[src/rtl/cpu_sequencer_if.sv]
// Bundle of control, ROM and debug signals between a host and cpu_sequencer.
// The master side drives start, the ROM word and the debug select; the slave is the sequencer.
interface cpu_sequencer_if #(
    parameter int unsigned DW = 16
);
    logic          start;
    logic [8:0]    instruction;
    logic [DW-1:0] data_var;
    logic          step;
    logic          busy;
    logic          done;
    logic          carry;
    logic [2:0]    rd_sel;
    logic [DW-1:0] rd_data;
    logic [7:0]    instr_count;

    modport master (
        output start, instruction, data_var, rd_sel,
        input  step, busy, done, carry, rd_data, instr_count
    );

    modport slave (
        input  start, instruction, data_var, rd_sel,
        output step, busy, done, carry, rd_data, instr_count
    );
endinterface

[src/rtl/cpu_sequencer.sv]
// Four-clock-per-instruction sequencer for a small register machine fed by an external ROM.
// The ROM is advanced by a registered step strobe issued once per retired instruction.
module cpu_sequencer #(
    parameter int unsigned NREG = 8,
    parameter int unsigned DW   = 16
) (
    input logic            clk,
    input logic            reset,
    cpu_sequencer_if.slave bus
);
    localparam logic [2:0] OpLoad = 3'b000;
    localparam logic [2:0] OpMove = 3'b001;
    localparam logic [2:0] OpAdd  = 3'b010;
    localparam logic [2:0] OpXor  = 3'b011;
    localparam logic [2:0] OpHalt = 3'b100;

    typedef enum logic [2:0] {
        StIdle,
        StFetch,
        StExec,
        StStep,
        StSettle,
        StHalt
    } state_e;

    state_e        state_q;
    logic [8:0]    ir_q;
    logic [DW-1:0] dr_q;
    logic [DW-1:0] regs_q [NREG];
    logic          step_q;
    logic          busy_q;
    logic          done_q;
    logic          carry_q;
    logic [7:0]    count_q;

    logic [2:0]    opcode;
    logic [2:0]    rx;
    logic [2:0]    ry;
    logic [DW-1:0] op_x;
    logic [DW-1:0] op_y;
    logic [DW:0]   sum;

    // Operands come from the pre-write register file, so rx==ry aliasing reads old values.
    always_comb begin
        opcode = ir_q[8:6];
        rx     = ir_q[5:3];
        ry     = ir_q[2:0];
        op_x   = regs_q[rx];
        op_y   = regs_q[ry];
        sum    = {1'b0, op_x} + {1'b0, op_y};
    end

    always_ff @(posedge clk) begin
        if (reset) begin
            state_q <= StIdle;
            ir_q    <= '0;
            dr_q    <= '0;
            step_q  <= 1'b0;
            busy_q  <= 1'b0;
            done_q  <= 1'b0;
            carry_q <= 1'b0;
            count_q <= '0;
            for (int unsigned i = 0; i < NREG; i++) begin
                regs_q[i] <= '0;
            end
        end else begin
            unique case (state_q)
                StIdle: begin
                    if (bus.start) begin
                        state_q <= StFetch;
                        busy_q  <= 1'b1;
                    end
                end
                StFetch: begin
                    ir_q    <= bus.instruction;
                    dr_q    <= bus.data_var;
                    state_q <= StExec;
                end
                StExec: begin
                    if (opcode == OpHalt) begin
                        state_q <= StHalt;
                        busy_q  <= 1'b0;
                        done_q  <= 1'b1;
                    end else begin
                        state_q <= StStep;
                        step_q  <= 1'b1;
                        count_q <= count_q + 8'd1;
                        case (opcode)
                            OpLoad: regs_q[rx] <= dr_q;
                            OpMove: regs_q[rx] <= op_y;
                            OpAdd: begin
                                regs_q[rx] <= sum[DW-1:0];
                                carry_q    <= sum[DW];
                            end
                            OpXor:   regs_q[rx] <= op_x ^ op_y;
                            default: ;
                        endcase
                    end
                end
                StStep: begin
                    step_q  <= 1'b0;
                    state_q <= StSettle;
                end
                StSettle: state_q <= StFetch;
                StHalt:   state_q <= StHalt;
                default: begin
                    state_q <= StIdle;
                    step_q  <= 1'b0;
                    busy_q  <= 1'b0;
                    done_q  <= 1'b0;
                end
            endcase
        end
    end

    assign bus.step        = step_q;
    assign bus.busy        = busy_q;
    assign bus.done        = done_q;
    assign bus.carry       = carry_q;
    assign bus.instr_count = count_q;
    assign bus.rd_data     = regs_q[bus.rd_sel];
endmodule

[src/flat_wrapper.sv]
// flat-port wrapper written by rule: the top's interface ports become plain ports
module cpu_sequencer_flat 
#(
    parameter int unsigned NREG = 8,
    parameter int unsigned DW   = 16
)
  (clk, reset, bus_start, bus_instruction, bus_data_var, bus_rd_sel, bus_step, bus_busy, bus_done, bus_carry, bus_rd_data, bus_instr_count);
  cpu_sequencer_if #(.DW(DW)) bus_i ();
  input logic clk;
  input logic reset;
  input wire logic [$bits(bus_i.start)-1:0] bus_start;
  input wire logic [$bits(bus_i.instruction)-1:0] bus_instruction;
  input wire logic [$bits(bus_i.data_var)-1:0] bus_data_var;
  input wire logic [$bits(bus_i.rd_sel)-1:0] bus_rd_sel;
  output wire logic [$bits(bus_i.step)-1:0] bus_step;
  output wire logic [$bits(bus_i.busy)-1:0] bus_busy;
  output wire logic [$bits(bus_i.done)-1:0] bus_done;
  output wire logic [$bits(bus_i.carry)-1:0] bus_carry;
  output wire logic [$bits(bus_i.rd_data)-1:0] bus_rd_data;
  output wire logic [$bits(bus_i.instr_count)-1:0] bus_instr_count;
  assign bus_i.start = bus_start;
  assign bus_i.instruction = bus_instruction;
  assign bus_i.data_var = bus_data_var;
  assign bus_i.rd_sel = bus_rd_sel;
  assign bus_step = bus_i.step;
  assign bus_busy = bus_i.busy;
  assign bus_done = bus_i.done;
  assign bus_carry = bus_i.carry;
  assign bus_rd_data = bus_i.rd_data;
  assign bus_instr_count = bus_i.instr_count;
  cpu_sequencer #(.NREG(NREG), .DW(DW)) u_core (.clk(clk), .reset(reset), .bus(bus_i));
endmodule
[config.mk]
export PLATFORM = sky130hd
export DESIGN_NAME = cpu_sequencer_flat
export DESIGN_NICKNAME = d
export VERILOG_FILES = /design/src/rtl/cpu_sequencer_if.sv /design/src/rtl/cpu_sequencer.sv /design/src/flat_wrapper.sv
export SDC_FILE = /design/constraint.sdc
export NUM_CORES = 1
export LEC_CHECK = 0
export BUFFER_PORTS_ARGS = -buffer_cell sky130_fd_sc_hd__buf_4
export CORE_ASPECT_RATIO = 1.75
export CORE_MARGIN = 4
export CORE_UTILIZATION = 65
export CTS_CLUSTER_SIZE = 24
export DETAILED_ROUTE_END_ITERATION = 7
export GPL_ROUTABILITY_DRIVEN = 0
export PLACE_DENSITY_LB_ADDON = 0.08
export SYNTH_ARGS = -nofsm -noshare
export SYNTH_HDL_FRONTEND = slang
export SYNTH_SLANG_ARGS = --single-unit
export TNS_END_PERCENT = 50
[constraint.sdc]
create_clock -name clk -period 12.7 [get_ports clk]
set_input_delay 1.27 -clock clk [delete_from_list [all_inputs] [get_ports clk]]
set_output_delay 1.27 -clock clk [all_outputs]
set_load 0.1 [all_outputs]
Yosys cells after proc, flatten, opt, wreduce, memory -nomap -nowiden
Memories as Yosys holds them, arrays and structs flattened. A register that Yosys moved wholly into a read port is not among the register bits.
Index checks and enable logic that the tools add are counted.
{"block": "totals", "regBits": 40, "ram_bits": 128, "output_inout_bits": 28, "word_cells": 84, "mem_count": 1}
{"block": "classes", "add_sub_neg": 2, "eq_ne": 12, "muxes": 42, "n_bitwise": 8, "reduce_logical": 11}
{"name": "u_core.regs_q", "depth": 8, "word_bits": 16, "rd": 3, "rd_ports_with_merged_regs": 2, "write_ports": 8, "line": "cpu_sequencer.sv:29", "rtl": "logic [DW-1:0] regs_q [NREG];"}
{"cell": "2-to-1 mux 16 bit", "n": 4}
{"cell": "2-to-1 mux 1 bit", "n": 27}
{"cell": "2-to-1 mux 3 bit", "n": 7}
{"cell": "one-hot mux 3 bit (6 select lines)", "n": 1}
{"cell": "adder 16 x 16 -> 17 bit", "n": 1}
{"cell": "OR reduction 16 bit", "n": 1}
{"cell": "XOR 16 bit", "n": 1}
{"cell": "== test 3 x 2 -> 1 bit, second input constant", "n": 4}
{"cell": "== test 3 bit, second input constant", "n": 3}
{"cell": "adder 8 x 1 -> 8 bit, second input constant", "n": 1}
{"cell": "OR reduction 4 bit", "n": 2}
{"cell": "== test 3 x 1 -> 1 bit, second input constant", "n": 2}
{"cell": "logical NOT 3 bit", "n": 2}
{"cell": "AND reduction 2 bit", "n": 3}
{"cell": "AND reduction 3 bit", "n": 2}
{"cell": "OR reduction 5 bit", "n": 1}
{"cell": "inequality test 2 bit, second input constant", "n": 2}
{"cell": "NOT 1 bit", "n": 4}
{"cell": "one-hot mux 1 bit (2 select lines)", "n": 2}
{"cell": "OR 1 bit", "n": 3}
{"cell": "one-hot mux 1 bit (3 select lines)", "n": 1}
{"cell": "inequality test 2 x 1 -> 1 bit, second input constant", "n": 1}

Longest topological paths before layout
{"block": "logic_depth", "word_depth": 11, "ltp_mapped": 14}

Worst setup path before layout
No wires, ideal clock.
{"block": "synth_timing", "kind": "input -> output", "start": "in bus_rd_sel[0]", "end": "out bus_rd_data[0]", "arrival_time_ns": 3.072, "t_required_ns": 11.430, "setup_slack_ns": 8.358, "cell_stages": 4, "path_buffers": 2, "cell_sequence": "clkbuf_1 buf_1 mux4_2 mux2_2"}
{"block": "synth_via", "elab_chain_len": 1}
{"element": "from (decl)", "line": "flat_wrapper.sv:14", "rtl": "input wire logic [$bits(bus_i.rd_sel)-1:0] bus_rd_sel;"}
{"element": "memory read (8 x 16 bit)"}
{"element": "to (decl)", "line": "flat_wrapper.sv:19", "rtl": "output wire logic [$bits(bus_i.rd_data)-1:0] bus_rd_data;"}
No other way between the ends.

==> qor.txt <==
GRT Util Overall = 0.3529
CTS tree = built
Seq pwr share = 0.434
share of Yosys cell area claimed by the top area cell type = 0.3715
Port Buffers = 58
crit-path cells = buf_4 > mux4_2 > mux2_2 > ha_1 > fa_1 > a21o_1 > a221oi_1 > nor2_1 > xor2_1 > a2bb2oi_1 > nor2_1
Die X = 103.4 µm
FFs w/ async S/R, synth = 0
antenna violations before repair = 0
antenna-violating nets left = 0
WL final = 30800 µm
buffers plus inverters on the worst setup path = 1
number of H-tree levels = 4
pwr/cell area = 131.0 nW/µm²
Final HPWL DP = 20190 µm
critical path's top delay family = compound AO/OA/AOI/OAI gates
Comb pwr share = 0.219
total number of vias = 8042
Worst path slowest cell = a2bb2oi_1
HP Class = reg2reg
post-synthesis net count = 917
first-pass GRT wire length = 46620 µm
Worst slew margin = 0.3226
DRT iter0 DRCs = 893
Worst Path Max Fanout = 32
Die Ht = 174.9 µm
P_sw = 468.5 µW
grt ovf = 0
Post-CTS Hold Fix Bufs = 0
router iterations before antenna repair = 5
number of flops mapped to enable cells by yosys = 128
most used cell, CP = nor2_1
diode count = 0
max-slew violations = 0
Synth area leader = edfxtp_1
Worst Skew = 0.01822 ns
maximum vdd drop = 104.2 µV
layout cells sized above 1 = 0.2940
Synth Flop Type = edfxtp_1
internal power = 1041 µW
setup TNS = 0 ns
row cnt = 60
Design Area, Final = 11520 µm²
Clk Tree Root Cell = clkbuf_16
yosys warns = 0
period utilisation layout = 0.3535
ranking of synthesized cells by area = edfxtp_1 37%, mux4_2 20%, dfxtp_1 8.9%, nor2_1 6.0%, mux2_2 5.6%
fin nets = 951
Sink Count = 174
dpl cell area = 10940 µm²
vias per inst = 7.304
clock group share of total power = 0.347
Critical Setup Path Class = reg2reg
register area share after synthesis = 0.4605
worst-margin pin slew = 1.002 ns
RSZ-0062 raised after global routing = no
Worst-path clk slew = 0.07 ns
critical path startpoint category = register
max incr delay on CP = 0.60 ns
largest net degree at the start of global routing = 58
PostCTS Resize Cnt = 0
Yosys reg bits = 174
starting density of the core = 0.6659
WL per Instance = 27.97 µm
Max Freq = 222.7 MHz
Lkg Pwr = 0.004046 µW
WP data arrival = 4.64 ns
I/O pin total = 59
Setup-failing EPs final = 0
Bufs on Longest Clock Path = 2
DRC Markers = 0
Sw Ratio = 0.3103
Mean Syn Cell Area = 11.92 µm²
final hold violation count = 0
cells after synthesis = 868
vias in the first global route = 8126
Final Critical Period = 4.490 ns
commonest cells in the netlist = 165 x nor2_1, 128 x edfxtp_1, 90 x mux4_2
most frequent cell after synthesis = nor2_1
Die ar. = 18080 µm²
crit path capture type = register
clk_lat worst skew = 0.43 ns
core region area = 15540 µm²
Synth Cell Area = 10350 µm²
CTS Buf Count = 17
run status = completed
Yosys cell types = 63
Final Hold Slack = 0.4528 ns
Critical Path RT = 12.85 ns
Area Overhead vs Synth = 11.38%
Post-CTS Setup Bufs = 0
Max Cap Viol = 0
[worst min-delay path, delay by kind of cell, from the launching register on]
kind	cells	cell delay (ns)
AOI/OAI and AO/OA	1	0.07
DFF	1	0.30
and+or+nand+nor	1	0.04
[cell type report]
cell class	count	area, µm²
well taps	186	232.7
fillers	1051	4015
flip-flops and latches	174	4767
multi-input cells	622	5304
inverters	5	18.77
repair buffers	82	615.6
clock inverters	14	147.6
clock buffers	18	439.2
[cells in the final DEF, fill, tap and decap left out, types with 3 or more instances in the layout]
| master | count |
|---|---|
| a211oi_1 | 9 |
| nor2b_1 | 8 |
| and3_1 | 11 |
| and4_1 | 5 |
| o22ai_1 | 4 |
| nand4_1 | 4 |
| inv_8 | 4 |
| nand2b_1 | 12 |
| inv_1 | 5 |
| nand3_1 | 10 |
| xor2_1 | 7 |
| nor3_2 | 3 |
| o211ai_1 | 4 |
| a21oi_1 | 46 |
| o21a_1 | 7 |
| buf_4 | 82 |
| inv_6 | 5 |
| o31a_1 | 3 |
| edfxtp_1 | 128 |
| nand4b_1 | 3 |
| a211o_1 | 3 |
| mux2i_1 | 5 |
| ha_1 | 17 |
| dfxtp_1 | 44 |
| nand2_1 | 75 |
| a21o_1 | 10 |
| and2_1 | 3 |
| xnor2_1 | 4 |
| a32o_1 | 3 |
| a222oi_1 | 4 |
| clkbuf_16 | 17 |
| mux4_2 | 90 |
| nor3_1 | 12 |
| nor2_1 | 165 |
| o21ai_0 | 8 |
| mux2_2 | 51 |
[path summary, 6_finish.rpt]
kind,to,depth (start not counted),startpoint,slack (ns)
max,u_core.regs_q[2][6],11,register,8.21
max reg2reg,u_core.regs_q[2][6],11,register,8.21
min,register,2,u_core.ir_q[1],0.45
min reg2reg,register,2,u_core.ir_q[1],0.45
[registers in the layout, indices dropped and copies added, names as in the netlist, named ones only]
name,count
u_core.bus.busy,1
u_core.bus.step,1
u_core.dr_q,16
u_core.ir_q,9
u_core.bus.done,1
u_core.bus.carry,1
u_core.regs_q,128
u_core.bus.instr_count,8
u_core.state_q,3
[through the flow]
stage	power (µW)	worst slack, ns	instances	util
CTS	1505	8.266	1101	0.7416
global route	1554	7.930	1101	0.7416
detailed placement	989.7	8.308	1069	0.7039
global placement	979.8	8.443	1069	0.7039
finish	1510	8.210	1101	0.7416
floorplan	904.7	8.358	868	-
[power groups by stage]
stage / Sequential, µW / Combinational (µW) / Clock (µW)
after floorplan: 665 / 240 / 0
after global placement: 663 / 317 / 0
after detailed placement: 666 / 324 / 0
after CTS: 654 / 326 / 525
after global routing: 657 / 349 / 548
final: 655 / 331 / 523
[logic make-up after synthesis]
logic type / after synthesis / share of synthesized area
AND/OR/NAND/NOR: 328 / 0.1435
buffers and inverters: 72 / 0.02757
adder cells (fa/ha/maj): 18 / 0.02249
flip-flops: 174 / 0.4605
multiplexers: 146 / 0.2562
AO/OA/AOI/OAI: 119 / 0.08041
XOR/XNOR: 11 / 0.009311
[metal layers]
layer	track usage	vias up	share of wire
met5	0	-	0
met4	0.2312	0	0.072
met3	0.05074	162	0.088
met2	0.5812	559	0.51
met1	0.4206	3937	0.33
li1	-	3384	-
Power figures use the tool's default switching activity.
